[src/rtl/ysyx_22040729_opsel_pkg.sv]
// Shared encodings for the operand-select stage: source selects, occupancy states
// and the constant used for PC+4 style operands.
package ysyx_22040729_pkg;

    localparam logic [1:0] SRC1_RS1  = 2'd0;
    localparam logic [1:0] SRC1_PC   = 2'd1;
    localparam logic [1:0] SRC1_ZERO = 2'd2;

    localparam logic [1:0] SRC2_RS2  = 2'd0;
    localparam logic [1:0] SRC2_IMM  = 2'd1;
    localparam logic [1:0] SRC2_C4   = 2'd2;

    localparam int CONST4 = 4;

    typedef enum logic [1:0] {
        OCC_EMPTY = 2'd0,
        OCC_ONE   = 2'd1,
        OCC_TWO   = 2'd2
    } occ_e;

endpackage

[src/rtl/ysyx_22040729_opsel_entry.sv]
// One held operand-select entry. Whatever is loaded or held gets the writeback
// forward applied on the way into the flops, so captured and stalled data stay current.
module ysyx_22040729_opsel_entry
    import ysyx_22040729_pkg::*;
#(
    parameter int DATA_WIDTH = 64,
    parameter int REG_IDX_W  = 5
) (
    input  logic                  clk,
    input  logic                  rst_n,
    input  logic                  load,
    input  logic [DATA_WIDTH-1:0] ld_pc,
    input  logic [DATA_WIDTH-1:0] ld_rs1_data,
    input  logic [DATA_WIDTH-1:0] ld_rs2_data,
    input  logic [DATA_WIDTH-1:0] ld_imm,
    input  logic [REG_IDX_W-1:0]  ld_rs1_idx,
    input  logic [REG_IDX_W-1:0]  ld_rs2_idx,
    input  logic [1:0]            ld_src1_sel,
    input  logic [1:0]            ld_src2_sel,
    input  logic                  fwd_wen,
    input  logic [REG_IDX_W-1:0]  fwd_idx,
    input  logic [DATA_WIDTH-1:0] fwd_data,
    output logic [DATA_WIDTH-1:0] pc,
    output logic [DATA_WIDTH-1:0] rs1_data,
    output logic [DATA_WIDTH-1:0] rs2_data,
    output logic [DATA_WIDTH-1:0] imm,
    output logic [REG_IDX_W-1:0]  rs1_idx,
    output logic [REG_IDX_W-1:0]  rs2_idx,
    output logic [1:0]            src1_sel,
    output logic [1:0]            src2_sel
);

    logic [DATA_WIDTH-1:0] pc_q, pc_d;
    logic [DATA_WIDTH-1:0] rs1_data_q, rs1_data_d;
    logic [DATA_WIDTH-1:0] rs2_data_q, rs2_data_d;
    logic [DATA_WIDTH-1:0] imm_q, imm_d;
    logic [REG_IDX_W-1:0]  rs1_idx_q, rs1_idx_d;
    logic [REG_IDX_W-1:0]  rs2_idx_q, rs2_idx_d;
    logic [1:0]            src1_sel_q, src1_sel_d;
    logic [1:0]            src2_sel_q, src2_sel_d;

    always_comb begin
        pc_d       = pc_q;
        rs1_data_d = rs1_data_q;
        rs2_data_d = rs2_data_q;
        imm_d      = imm_q;
        rs1_idx_d  = rs1_idx_q;
        rs2_idx_d  = rs2_idx_q;
        src1_sel_d = src1_sel_q;
        src2_sel_d = src2_sel_q;
        if (load) begin
            pc_d       = ld_pc;
            rs1_data_d = ld_rs1_data;
            rs2_data_d = ld_rs2_data;
            imm_d      = ld_imm;
            rs1_idx_d  = ld_rs1_idx;
            rs2_idx_d  = ld_rs2_idx;
            src1_sel_d = ld_src1_sel;
            src2_sel_d = ld_src2_sel;
        end
        // x0 is hardwired, so a write to it must never leak into an operand
        if (fwd_wen && (fwd_idx == rs1_idx_d) && (rs1_idx_d != '0)) rs1_data_d = fwd_data;
        if (fwd_wen && (fwd_idx == rs2_idx_d) && (rs2_idx_d != '0)) rs2_data_d = fwd_data;
    end

    always_ff @(posedge clk or negedge rst_n) begin
        if (!rst_n) begin
            pc_q       <= '0;
            rs1_data_q <= '0;
            rs2_data_q <= '0;
            imm_q      <= '0;
            rs1_idx_q  <= '0;
            rs2_idx_q  <= '0;
            src1_sel_q <= SRC1_RS1;
            src2_sel_q <= SRC2_RS2;
        end else begin
            pc_q       <= pc_d;
            rs1_data_q <= rs1_data_d;
            rs2_data_q <= rs2_data_d;
            imm_q      <= imm_d;
            rs1_idx_q  <= rs1_idx_d;
            rs2_idx_q  <= rs2_idx_d;
            src1_sel_q <= src1_sel_d;
            src2_sel_q <= src2_sel_d;
        end
    end

    assign pc       = pc_q;
    assign rs1_data = rs1_data_q;
    assign rs2_data = rs2_data_q;
    assign imm      = imm_q;
    assign rs1_idx  = rs1_idx_q;
    assign rs2_idx  = rs2_idx_q;
    assign src1_sel = src1_sel_q;
    assign src2_sel = src2_sel_q;

endmodule

[src/rtl/ysyx_22040729_opsel.sv]
// Operand-select stage ahead of the ALU: two-entry skid buffer (head + skid) with
// registered in_ready, writeback forwarding at capture and while held.
module ysyx_22040729_opsel
    import ysyx_22040729_pkg::*;
#(
    parameter int DATA_WIDTH = 64,
    parameter int REG_IDX_W  = 5
) (
    input  logic                  clk,
    input  logic                  rst_n,
    input  logic                  flush,
    input  logic                  in_valid,
    output logic                  in_ready,
    input  logic [DATA_WIDTH-1:0] in_pc,
    input  logic [DATA_WIDTH-1:0] in_rs1_data,
    input  logic [DATA_WIDTH-1:0] in_rs2_data,
    input  logic [REG_IDX_W-1:0]  in_rs1_idx,
    input  logic [REG_IDX_W-1:0]  in_rs2_idx,
    input  logic [DATA_WIDTH-1:0] in_imm,
    input  logic [1:0]            in_src1_sel,
    input  logic [1:0]            in_src2_sel,
    input  logic                  fwd_wen,
    input  logic [REG_IDX_W-1:0]  fwd_idx,
    input  logic [DATA_WIDTH-1:0] fwd_data,
    output logic                  out_valid,
    input  logic                  out_ready,
    output logic [DATA_WIDTH-1:0] src1,
    output logic [DATA_WIDTH-1:0] src2
);

    occ_e state_q, state_d;
    logic in_ready_q, in_ready_d;
    logic accept, consume;
    logic head_load, skid_load, head_from_skid;

    logic [DATA_WIDTH-1:0] h_pc, h_rs1_data, h_rs2_data, h_imm;
    logic [REG_IDX_W-1:0]  h_rs1_idx, h_rs2_idx;
    logic [1:0]            h_src1_sel, h_src2_sel;
    logic [DATA_WIDTH-1:0] s_pc, s_rs1_data, s_rs2_data, s_imm;
    logic [REG_IDX_W-1:0]  s_rs1_idx, s_rs2_idx;
    logic [1:0]            s_src1_sel, s_src2_sel;

    always_comb begin
        state_d        = state_q;
        head_load      = 1'b0;
        skid_load      = 1'b0;
        head_from_skid = 1'b0;
        accept         = in_valid && in_ready_q;
        consume        = (state_q != OCC_EMPTY) && out_ready;
        if (flush) begin
            state_d = OCC_EMPTY;
        end else begin
            case (state_q)
                OCC_EMPTY: begin
                    if (accept) begin
                        state_d   = OCC_ONE;
                        head_load = 1'b1;
                    end
                end
                OCC_ONE: begin
                    if (accept && !consume) begin
                        state_d   = OCC_TWO;
                        skid_load = 1'b1;
                    end else if (consume && !accept) begin
                        state_d = OCC_EMPTY;
                    end else if (consume && accept) begin
                        head_load = 1'b1;
                    end
                end
                OCC_TWO: begin
                    if (consume) begin
                        state_d        = OCC_ONE;
                        head_load      = 1'b1;
                        head_from_skid = 1'b1;
                    end
                end
                default: state_d = OCC_EMPTY;
            endcase
        end
        in_ready_d = (state_d != OCC_TWO);
    end

    always_ff @(posedge clk or negedge rst_n) begin
        if (!rst_n) begin
            state_q    <= OCC_EMPTY;
            in_ready_q <= 1'b1;
        end else begin
            state_q    <= state_d;
            in_ready_q <= in_ready_d;
        end
    end

    ysyx_22040729_opsel_entry #(
        .DATA_WIDTH (DATA_WIDTH),
        .REG_IDX_W  (REG_IDX_W)
    ) u_head (
        .clk         (clk),
        .rst_n       (rst_n),
        .load        (head_load),
        .ld_pc       (head_from_skid ? s_pc       : in_pc),
        .ld_rs1_data (head_from_skid ? s_rs1_data : in_rs1_data),
        .ld_rs2_data (head_from_skid ? s_rs2_data : in_rs2_data),
        .ld_imm      (head_from_skid ? s_imm      : in_imm),
        .ld_rs1_idx  (head_from_skid ? s_rs1_idx  : in_rs1_idx),
        .ld_rs2_idx  (head_from_skid ? s_rs2_idx  : in_rs2_idx),
        .ld_src1_sel (head_from_skid ? s_src1_sel : in_src1_sel),
        .ld_src2_sel (head_from_skid ? s_src2_sel : in_src2_sel),
        .fwd_wen     (fwd_wen),
        .fwd_idx     (fwd_idx),
        .fwd_data    (fwd_data),
        .pc          (h_pc),
        .rs1_data    (h_rs1_data),
        .rs2_data    (h_rs2_data),
        .imm         (h_imm),
        .rs1_idx     (h_rs1_idx),
        .rs2_idx     (h_rs2_idx),
        .src1_sel    (h_src1_sel),
        .src2_sel    (h_src2_sel)
    );

    ysyx_22040729_opsel_entry #(
        .DATA_WIDTH (DATA_WIDTH),
        .REG_IDX_W  (REG_IDX_W)
    ) u_skid (
        .clk         (clk),
        .rst_n       (rst_n),
        .load        (skid_load),
        .ld_pc       (in_pc),
        .ld_rs1_data (in_rs1_data),
        .ld_rs2_data (in_rs2_data),
        .ld_imm      (in_imm),
        .ld_rs1_idx  (in_rs1_idx),
        .ld_rs2_idx  (in_rs2_idx),
        .ld_src1_sel (in_src1_sel),
        .ld_src2_sel (in_src2_sel),
        .fwd_wen     (fwd_wen),
        .fwd_idx     (fwd_idx),
        .fwd_data    (fwd_data),
        .pc          (s_pc),
        .rs1_data    (s_rs1_data),
        .rs2_data    (s_rs2_data),
        .imm         (s_imm),
        .rs1_idx     (s_rs1_idx),
        .rs2_idx     (s_rs2_idx),
        .src1_sel    (s_src1_sel),
        .src2_sel    (s_src2_sel)
    );

    // Only the head's fields are visible; the unused head indices exist for snooping.
    always_comb begin
        src1 = '0;
        src2 = '0;
        case (h_src1_sel)
            SRC1_RS1: src1 = h_rs1_data;
            SRC1_PC:  src1 = h_pc;
            default:  src1 = '0;
        endcase
        case (h_src2_sel)
            SRC2_RS2: src2 = h_rs2_data;
            SRC2_IMM: src2 = h_imm;
            SRC2_C4:  src2 = DATA_WIDTH'(CONST4);
            default:  src2 = '0;
        endcase
    end

    logic unused_idx;
    assign unused_idx = ^{h_rs1_idx, h_rs2_idx};

    assign out_valid = (state_q != OCC_EMPTY);
    assign in_ready  = in_ready_q;

endmodule

[config.mk]
export PLATFORM = sky130hd
export DESIGN_NAME = ysyx_22040729_opsel
export DESIGN_NICKNAME = d
export VERILOG_FILES = /design/src/rtl/ysyx_22040729_opsel_pkg.sv /design/src/rtl/ysyx_22040729_opsel_entry.sv /design/src/rtl/ysyx_22040729_opsel.sv
export SDC_FILE = /design/constraint.sdc
export NUM_CORES = 1
export LEC_CHECK = 0
export ABC_AREA = 1
export BUFFER_PORTS_ARGS = -buffer_cell sky130_fd_sc_hd__buf_2
export CORE_AREA = 2 2 244 246
export CTS_BUF_LIST = sky130_fd_sc_hd__clkbuf_2 sky130_fd_sc_hd__clkbuf_4 sky130_fd_sc_hd__clkbuf_8
export DETAILED_ROUTE_END_ITERATION = 10
export DIE_AREA = 0 0 246 248
export GPL_ROUTABILITY_DRIVEN = 0
export PLACE_DENSITY = 0.83
export RECOVER_POWER = 50
export SYNTH_ARGS = -nofsm -noshare
export SYNTH_HDL_FRONTEND = slang
export SYNTH_SLANG_ARGS = --single-unit
[constraint.sdc]
create_clock -name clk -period 2.2 [get_ports clk]
set_clock_uncertainty 0.05 [all_clocks]
set_input_delay 0.44 -clock clk [delete_from_list [all_inputs] [get_ports clk]]
set_output_delay 0.44 -clock clk [all_outputs]
set_load 0.01 [all_outputs]
==> impl_results.md, run 1 <==
* All-Layer GR Usage at 53.2%
* Syn_nets at 4652
* Yosys top cell by area: dfrtp_1
* Syn_area_per_cell at 7.12 µm²
* Number of synthesized register bits at 543
* CTS Root Cell: clkbuf_8
* H-tree Lvls at 3
* Category of the worst endpoint: register input
* Cell count after synthesis at 4307
* Starting Density at 52.5%
* Synth top area share at 44.2%
* Main synth FF type: dfrtp_1
* Number of synthesized flops with an enable pin at 0
* Most frequent cells after synthesis: nand2_1, nand3_1, dfrtp_1, inv_1, o21ai_0
* Die Y at 248 µm
* Status: stopped before the end
* I/O Buffers at 474
* Register area share after synthesis at 44.3%
* Total gr overflow at 39
* TritonCTS buffer count at 95
* # rows at 89
* Top area cells in the synthesized netlist: dfrtp_1, nand2_1, nand3_1
* Most frequent cell after synthesis: nand2_1
* DP Wirelength at 69400 µm
* Tool Error: [ERROR GRT-0232] Routing congestion too high. Check the congestion heatmap in the GUI.
* Synthesized area at 30700 µm²
* Unique cell type count in the Yosys netlist at 28
* Max Buffers Root-to-Sink at 3
* Clock sink count at 543
* Syn. warnings at 0
* Die width at 246 µm
* Largest net degree at the start of global routing at 176
* Worst endpoint, post-GRT repair: u_skid.rs1_data[54]$_DFFE_PN0P_/D
* Async set-reset flop share out of synthesis at 100%
* Stop stage: global routing
* Ports at 475
per-stage QoR:
stage | instance area [µm²] | setup TNS (ns) | hold WS [ns] | setup slack [ns] | cells
CTS | 42400 | -92.88 | 0.000615 | -0.294 | 5918
global placement | 34600 | -38.97 | 0.277 | -0.253 | 5386
detailed placement | 34600 | -60.88 | 0.279 | -0.355 | 5386
floorplan | 30700 | 0 | 0.0944 | 0.0604 | 4307
cell families after synthesis:
family | Yosys count | share of synthesized area, %
simple gates | 2585 | 35.7
buf+inv | 704 | 9.55
flops | 543 | 44.3
compound gates | 344 | 5.65
mux | 128 | 4.70
xor+xnor | 3 | 0.0856
routing by layer:
layer | overflow | GRT usage (%)
met1 | 1 | 57.9
met2 | 28 | 72.5
met3 | 1 | 33.9
met4 | 9 | 40.5
met5 | 0 | 12.0
repair_timing:
action                                  CTS
endpoints found under the setup margin  443
hold buffers                            242
resized for setup                       348
pin swaps                                81
cloned                                   53
endpoints found under the hold margin   545
setup buffers                            63
==> run 2, diff against run 1 <==
--- a/config.mk
+++ b/config.mk
@@ -7,12 +7,11 @@
 export LEC_CHECK = 0
 export ABC_AREA = 1
 export BUFFER_PORTS_ARGS = -buffer_cell sky130_fd_sc_hd__buf_2
-export CORE_AREA = 2 2 244 246
-export CTS_BUF_LIST = sky130_fd_sc_hd__clkbuf_2 sky130_fd_sc_hd__clkbuf_4 sky130_fd_sc_hd__clkbuf_8
+export CORE_AREA = 2 2 288 290
 export DETAILED_ROUTE_END_ITERATION = 10
-export DIE_AREA = 0 0 246 248
+export DIE_AREA = 0 0 290 292
 export GPL_ROUTABILITY_DRIVEN = 0
-export PLACE_DENSITY = 0.83
+export PLACE_DENSITY_LB_ADDON = 0.15
 export RECOVER_POWER = 50
 export SYNTH_ARGS = -nofsm -noshare
 export SYNTH_HDL_FRONTEND = slang
==> constraint.sdc (replaced) <==
create_clock -name clk -period 2.85 [get_ports clk]
set_clock_uncertainty 0.05 [all_clocks]
set_input_delay 0.57 -clock clk [delete_from_list [all_inputs] [get_ports clk]]
set_output_delay 0.57 -clock clk [all_outputs]
set_load 0.01 [all_outputs]
==> run 2 against run 1 <==
Compared with the run above:
- the flow now finishes, with violations (capacitance limit, slew limit)
- area after synthesis is the same
- synthesized cell count is the same
==> impl_results.md, run 2 <==
* Final ANT Viol Nets at 0
* Core area at 81600 µm²
* Synthesized area at 30700 µm² (unchanged)
* Clk pwr share at 31.7%
* CTS Root Cell: clkbuf_16
* Clock sink count at 543 (unchanged)
* Worst hold path class: in -> reg
* WL per Instance at 19.0 µm
* Fmax at 0.360 GHz
* Net Sw Power at 8.98 mW
* Post-CTS setup buffer count at 0 (-100%)
* Maximum VDD drop at 0.000387 V
* Failing checks: capacitance limit, slew limit
* Iter 0 DRT Violations at 2500
* Worst reg-to-reg setup slack at 0.23 ns
* Synth top area share at 44.2% (unchanged)
* Drt first pass iters at 6
* Most frequent cells in the layout: nand2_1, nand3_1, dfrtp_1, buf_2, inv_1
* All-Layer GR Usage at 25.4%
* Max-cap violations at 1
* H-tree Lvls at 3 (unchanged)
* Unique cell type count in the Yosys netlist at 28 (unchanged)
* I/O Buffers at 474 (unchanged)
* Layout filler cell count at 8478
* Main synth FF type: dfrtp_1
* Most frequent cells after synthesis: nand2_1, nand3_1, dfrtp_1, inv_1, o21ai_0
* Max FO, Critical Path at 41
* Crit path kind: reg -> out
* P_leak at 20.1 nW
* Area Growth Syn to Fin at 19.0%
* Die area at 84700 µm²
* Die width at 290 µm (+18%)
* TritonCTS buffer count at 68 (-28%)
* Largest net degree at the start of global routing at 189
* Share of cells above drive strength 1 at 18.1%
* Final TNS setup at 0 ns
* Syn_area_per_cell at 7.12 µm² (unchanged)
* Initial antenna violation count at 46
* Die Y at 292 µm (+18%)
* FF/Latch Area at 13600 µm²
* Placed Cells at 5640 (+4.7%)
* Multi-input logic area at 14300 µm²
* WP data required at 2.23 ns
* Switching Share at 34.0%
* Avg Vias per Cell at 5.11
* DP Wirelength at 74300 µm (+7.1%)
* Final std cells w/o fill at 5776
* Via count of the first global-routing pass at 27940
* Post-layout min period at 2.78 ns
* Syn_nets at 4652 (unchanged)
* Commonest non-fill, non-tap cell in the layout: nand2_1
* Drt drc at 0
* First-pass GRT wire length at 169000 µm
* Power Density at 724 nW/µm²
* Total gr overflow at 0
* Critical path startpoint category: flop
* Worst path arrival time at 2.16 ns
* Critical path endpoint category: primary output
* Status: complete, but fails checks
* Yosys top cell by area: dfrtp_1
* Register area share after synthesis at 44.3% (unchanged)
* Clock-pin slew on the worst setup and hold paths at 0.05 ns
* Nets at 4986
* Final hold vios at 0
* Reg power frac at 42.7%
* CTS tree: done
* Async set-reset flop share out of synthesis at 100% (unchanged)
* Internal power at 17.5 mW
* Clock latency on the worst-skew pair at 0.61 ns
* Vias post-DR at 29526
* Max Buffers Root-to-Sink at 3 (unchanged)
* Slew Viols, Final at 47
* Max-slew headroom at -14.9%
* Combinational share of power at 25.5%
* Starting Density at 37.6% (-15 points)
* Pwr Total at 26.4 mW
* Setup-failing EPs final at 0
* Worst Max-Slew Pin Slew at 1.72 ns
* Most frequent cell after synthesis: nand2_1
* Top area cells in the synthesized netlist: dfrtp_1, nand2_1, nand3_1
* Number of synthesized flops with an enable pin at 0 (unchanged)
* Tcrit/Tclk final at 97.5%
* Final WL at 110000 µm
* # rows at 105 (+18%)
* Number of synthesized register bits at 543 (unchanged)
* Cell count after synthesis at 4307 (unchanged)
* Ports at 475 (unchanged)
* RSZ-0062 raised after global routing: false
* Syn. warnings at 0 (unchanged)
==> run 2: cell counts after synthesis <==
No cell type changed its count.
==> run 2: area by class of cell <==
type	instances	share of cell area, %
multi-input combinational	3060	39.2
sequential	543	37.2
timing repair buffer	603	10.2
clock buffer	99	5.37
inverter	365	3.77
tap	1070	3.67
clock inverter	12	0.384
antenna	24	0.164
==> run 2: cells by family (layout without fill, tap and decap cells) <==
group	count (synthesis)	count (layout)	share of synthesized area [%]
multiplexers	128	128	4.70
AND/OR/NAND/NOR	2585	2585	35.7
XOR/XNOR	3	3	0.0856
flip-flops	543	543	44.3
other	0	24	0
AO/OA/AOI/OAI	344	344	5.65
buffers and inverters	704	1079	9.55
==> run 2: worst max-delay path, cell delays in order (launching register included) <==
cell and delay [ns]:
dfrtp_2 0.42, or2_4 0.43, o21ai_0 0.46, buf_2 0.22
==> run 2: per-layer routing <==
layer / global-route usage (%) / part of all wire, % / vias to the layer above
met5: 0 / 0.19 / -
met4: 9.13 / 3.1 / 32
met3: 4.18 / 6.5 / 201
met2: 37.5 / 43 / 959
met1: 37.5 / 47 / 13863
li1: - / - / 14471
==> run 2: metrics by stage <==
stage               setup slack (ns)  hold WS (ns)  utilization [%]  instance area [µm²]
global placement              0.0454         0.413             42.3                34500
floorplan                      0.688         0.224                -                30700
detailed placement            0.0660         0.416             42.3                34500
finish                        0.0699         0.133             44.8                36500
CTS                           0.0709         0.100             44.9                36600
global route                  0.0290         0.119             44.7                36500
==> run 2: power groups by stage <==
| stage | combinational (mW) | clock [mW] | sequential (mW) |
|---|---|---|---|
| 2_1_floorplan | 4.28 | 0 | 11.0 |
| 3_3_place_gp | 6.71 | 0 | 11.3 |
| 3_5_place_dp | 6.79 | 0 | 11.4 |
| 4_1_cts | 6.83 | 8.60 | 11.3 |
| 5_1_grt | 7.62 | 8.89 | 11.6 |
| 6_report | 6.75 | 8.39 | 11.3 |
==> run 2: what timing repair did <==
action / in CTS / in global routing
pin swaps: 0 / 1
hold buffers: 1 / 0
setup endpoints to repair: 51 / 19
cloned: 0 / 0
endpoints found under the hold margin: 38 / 0
resized for setup: 1 / 2
==> run 2: final timing paths <==
| kind | from | endpoint | depth (start not counted) |
|---|---|---|---|
| max | u_head.src1_sel[0] | src1[23] | 3 |
| min | in_imm[8] | u_skid.imm[8] | 3 |
| max reg2reg | in_ready | u_skid.rs2_data[56] | 12 |
| min reg2reg | u_head.imm[0] | u_head.imm[0] | 2 |
| max in group asynchronous | rst_n | u_head.pc[43] | 4 |
| min in group asynchronous | rst_n | u_skid.imm[22] | 2 |
Note: power is estimated with default switching activity, not from simulation.
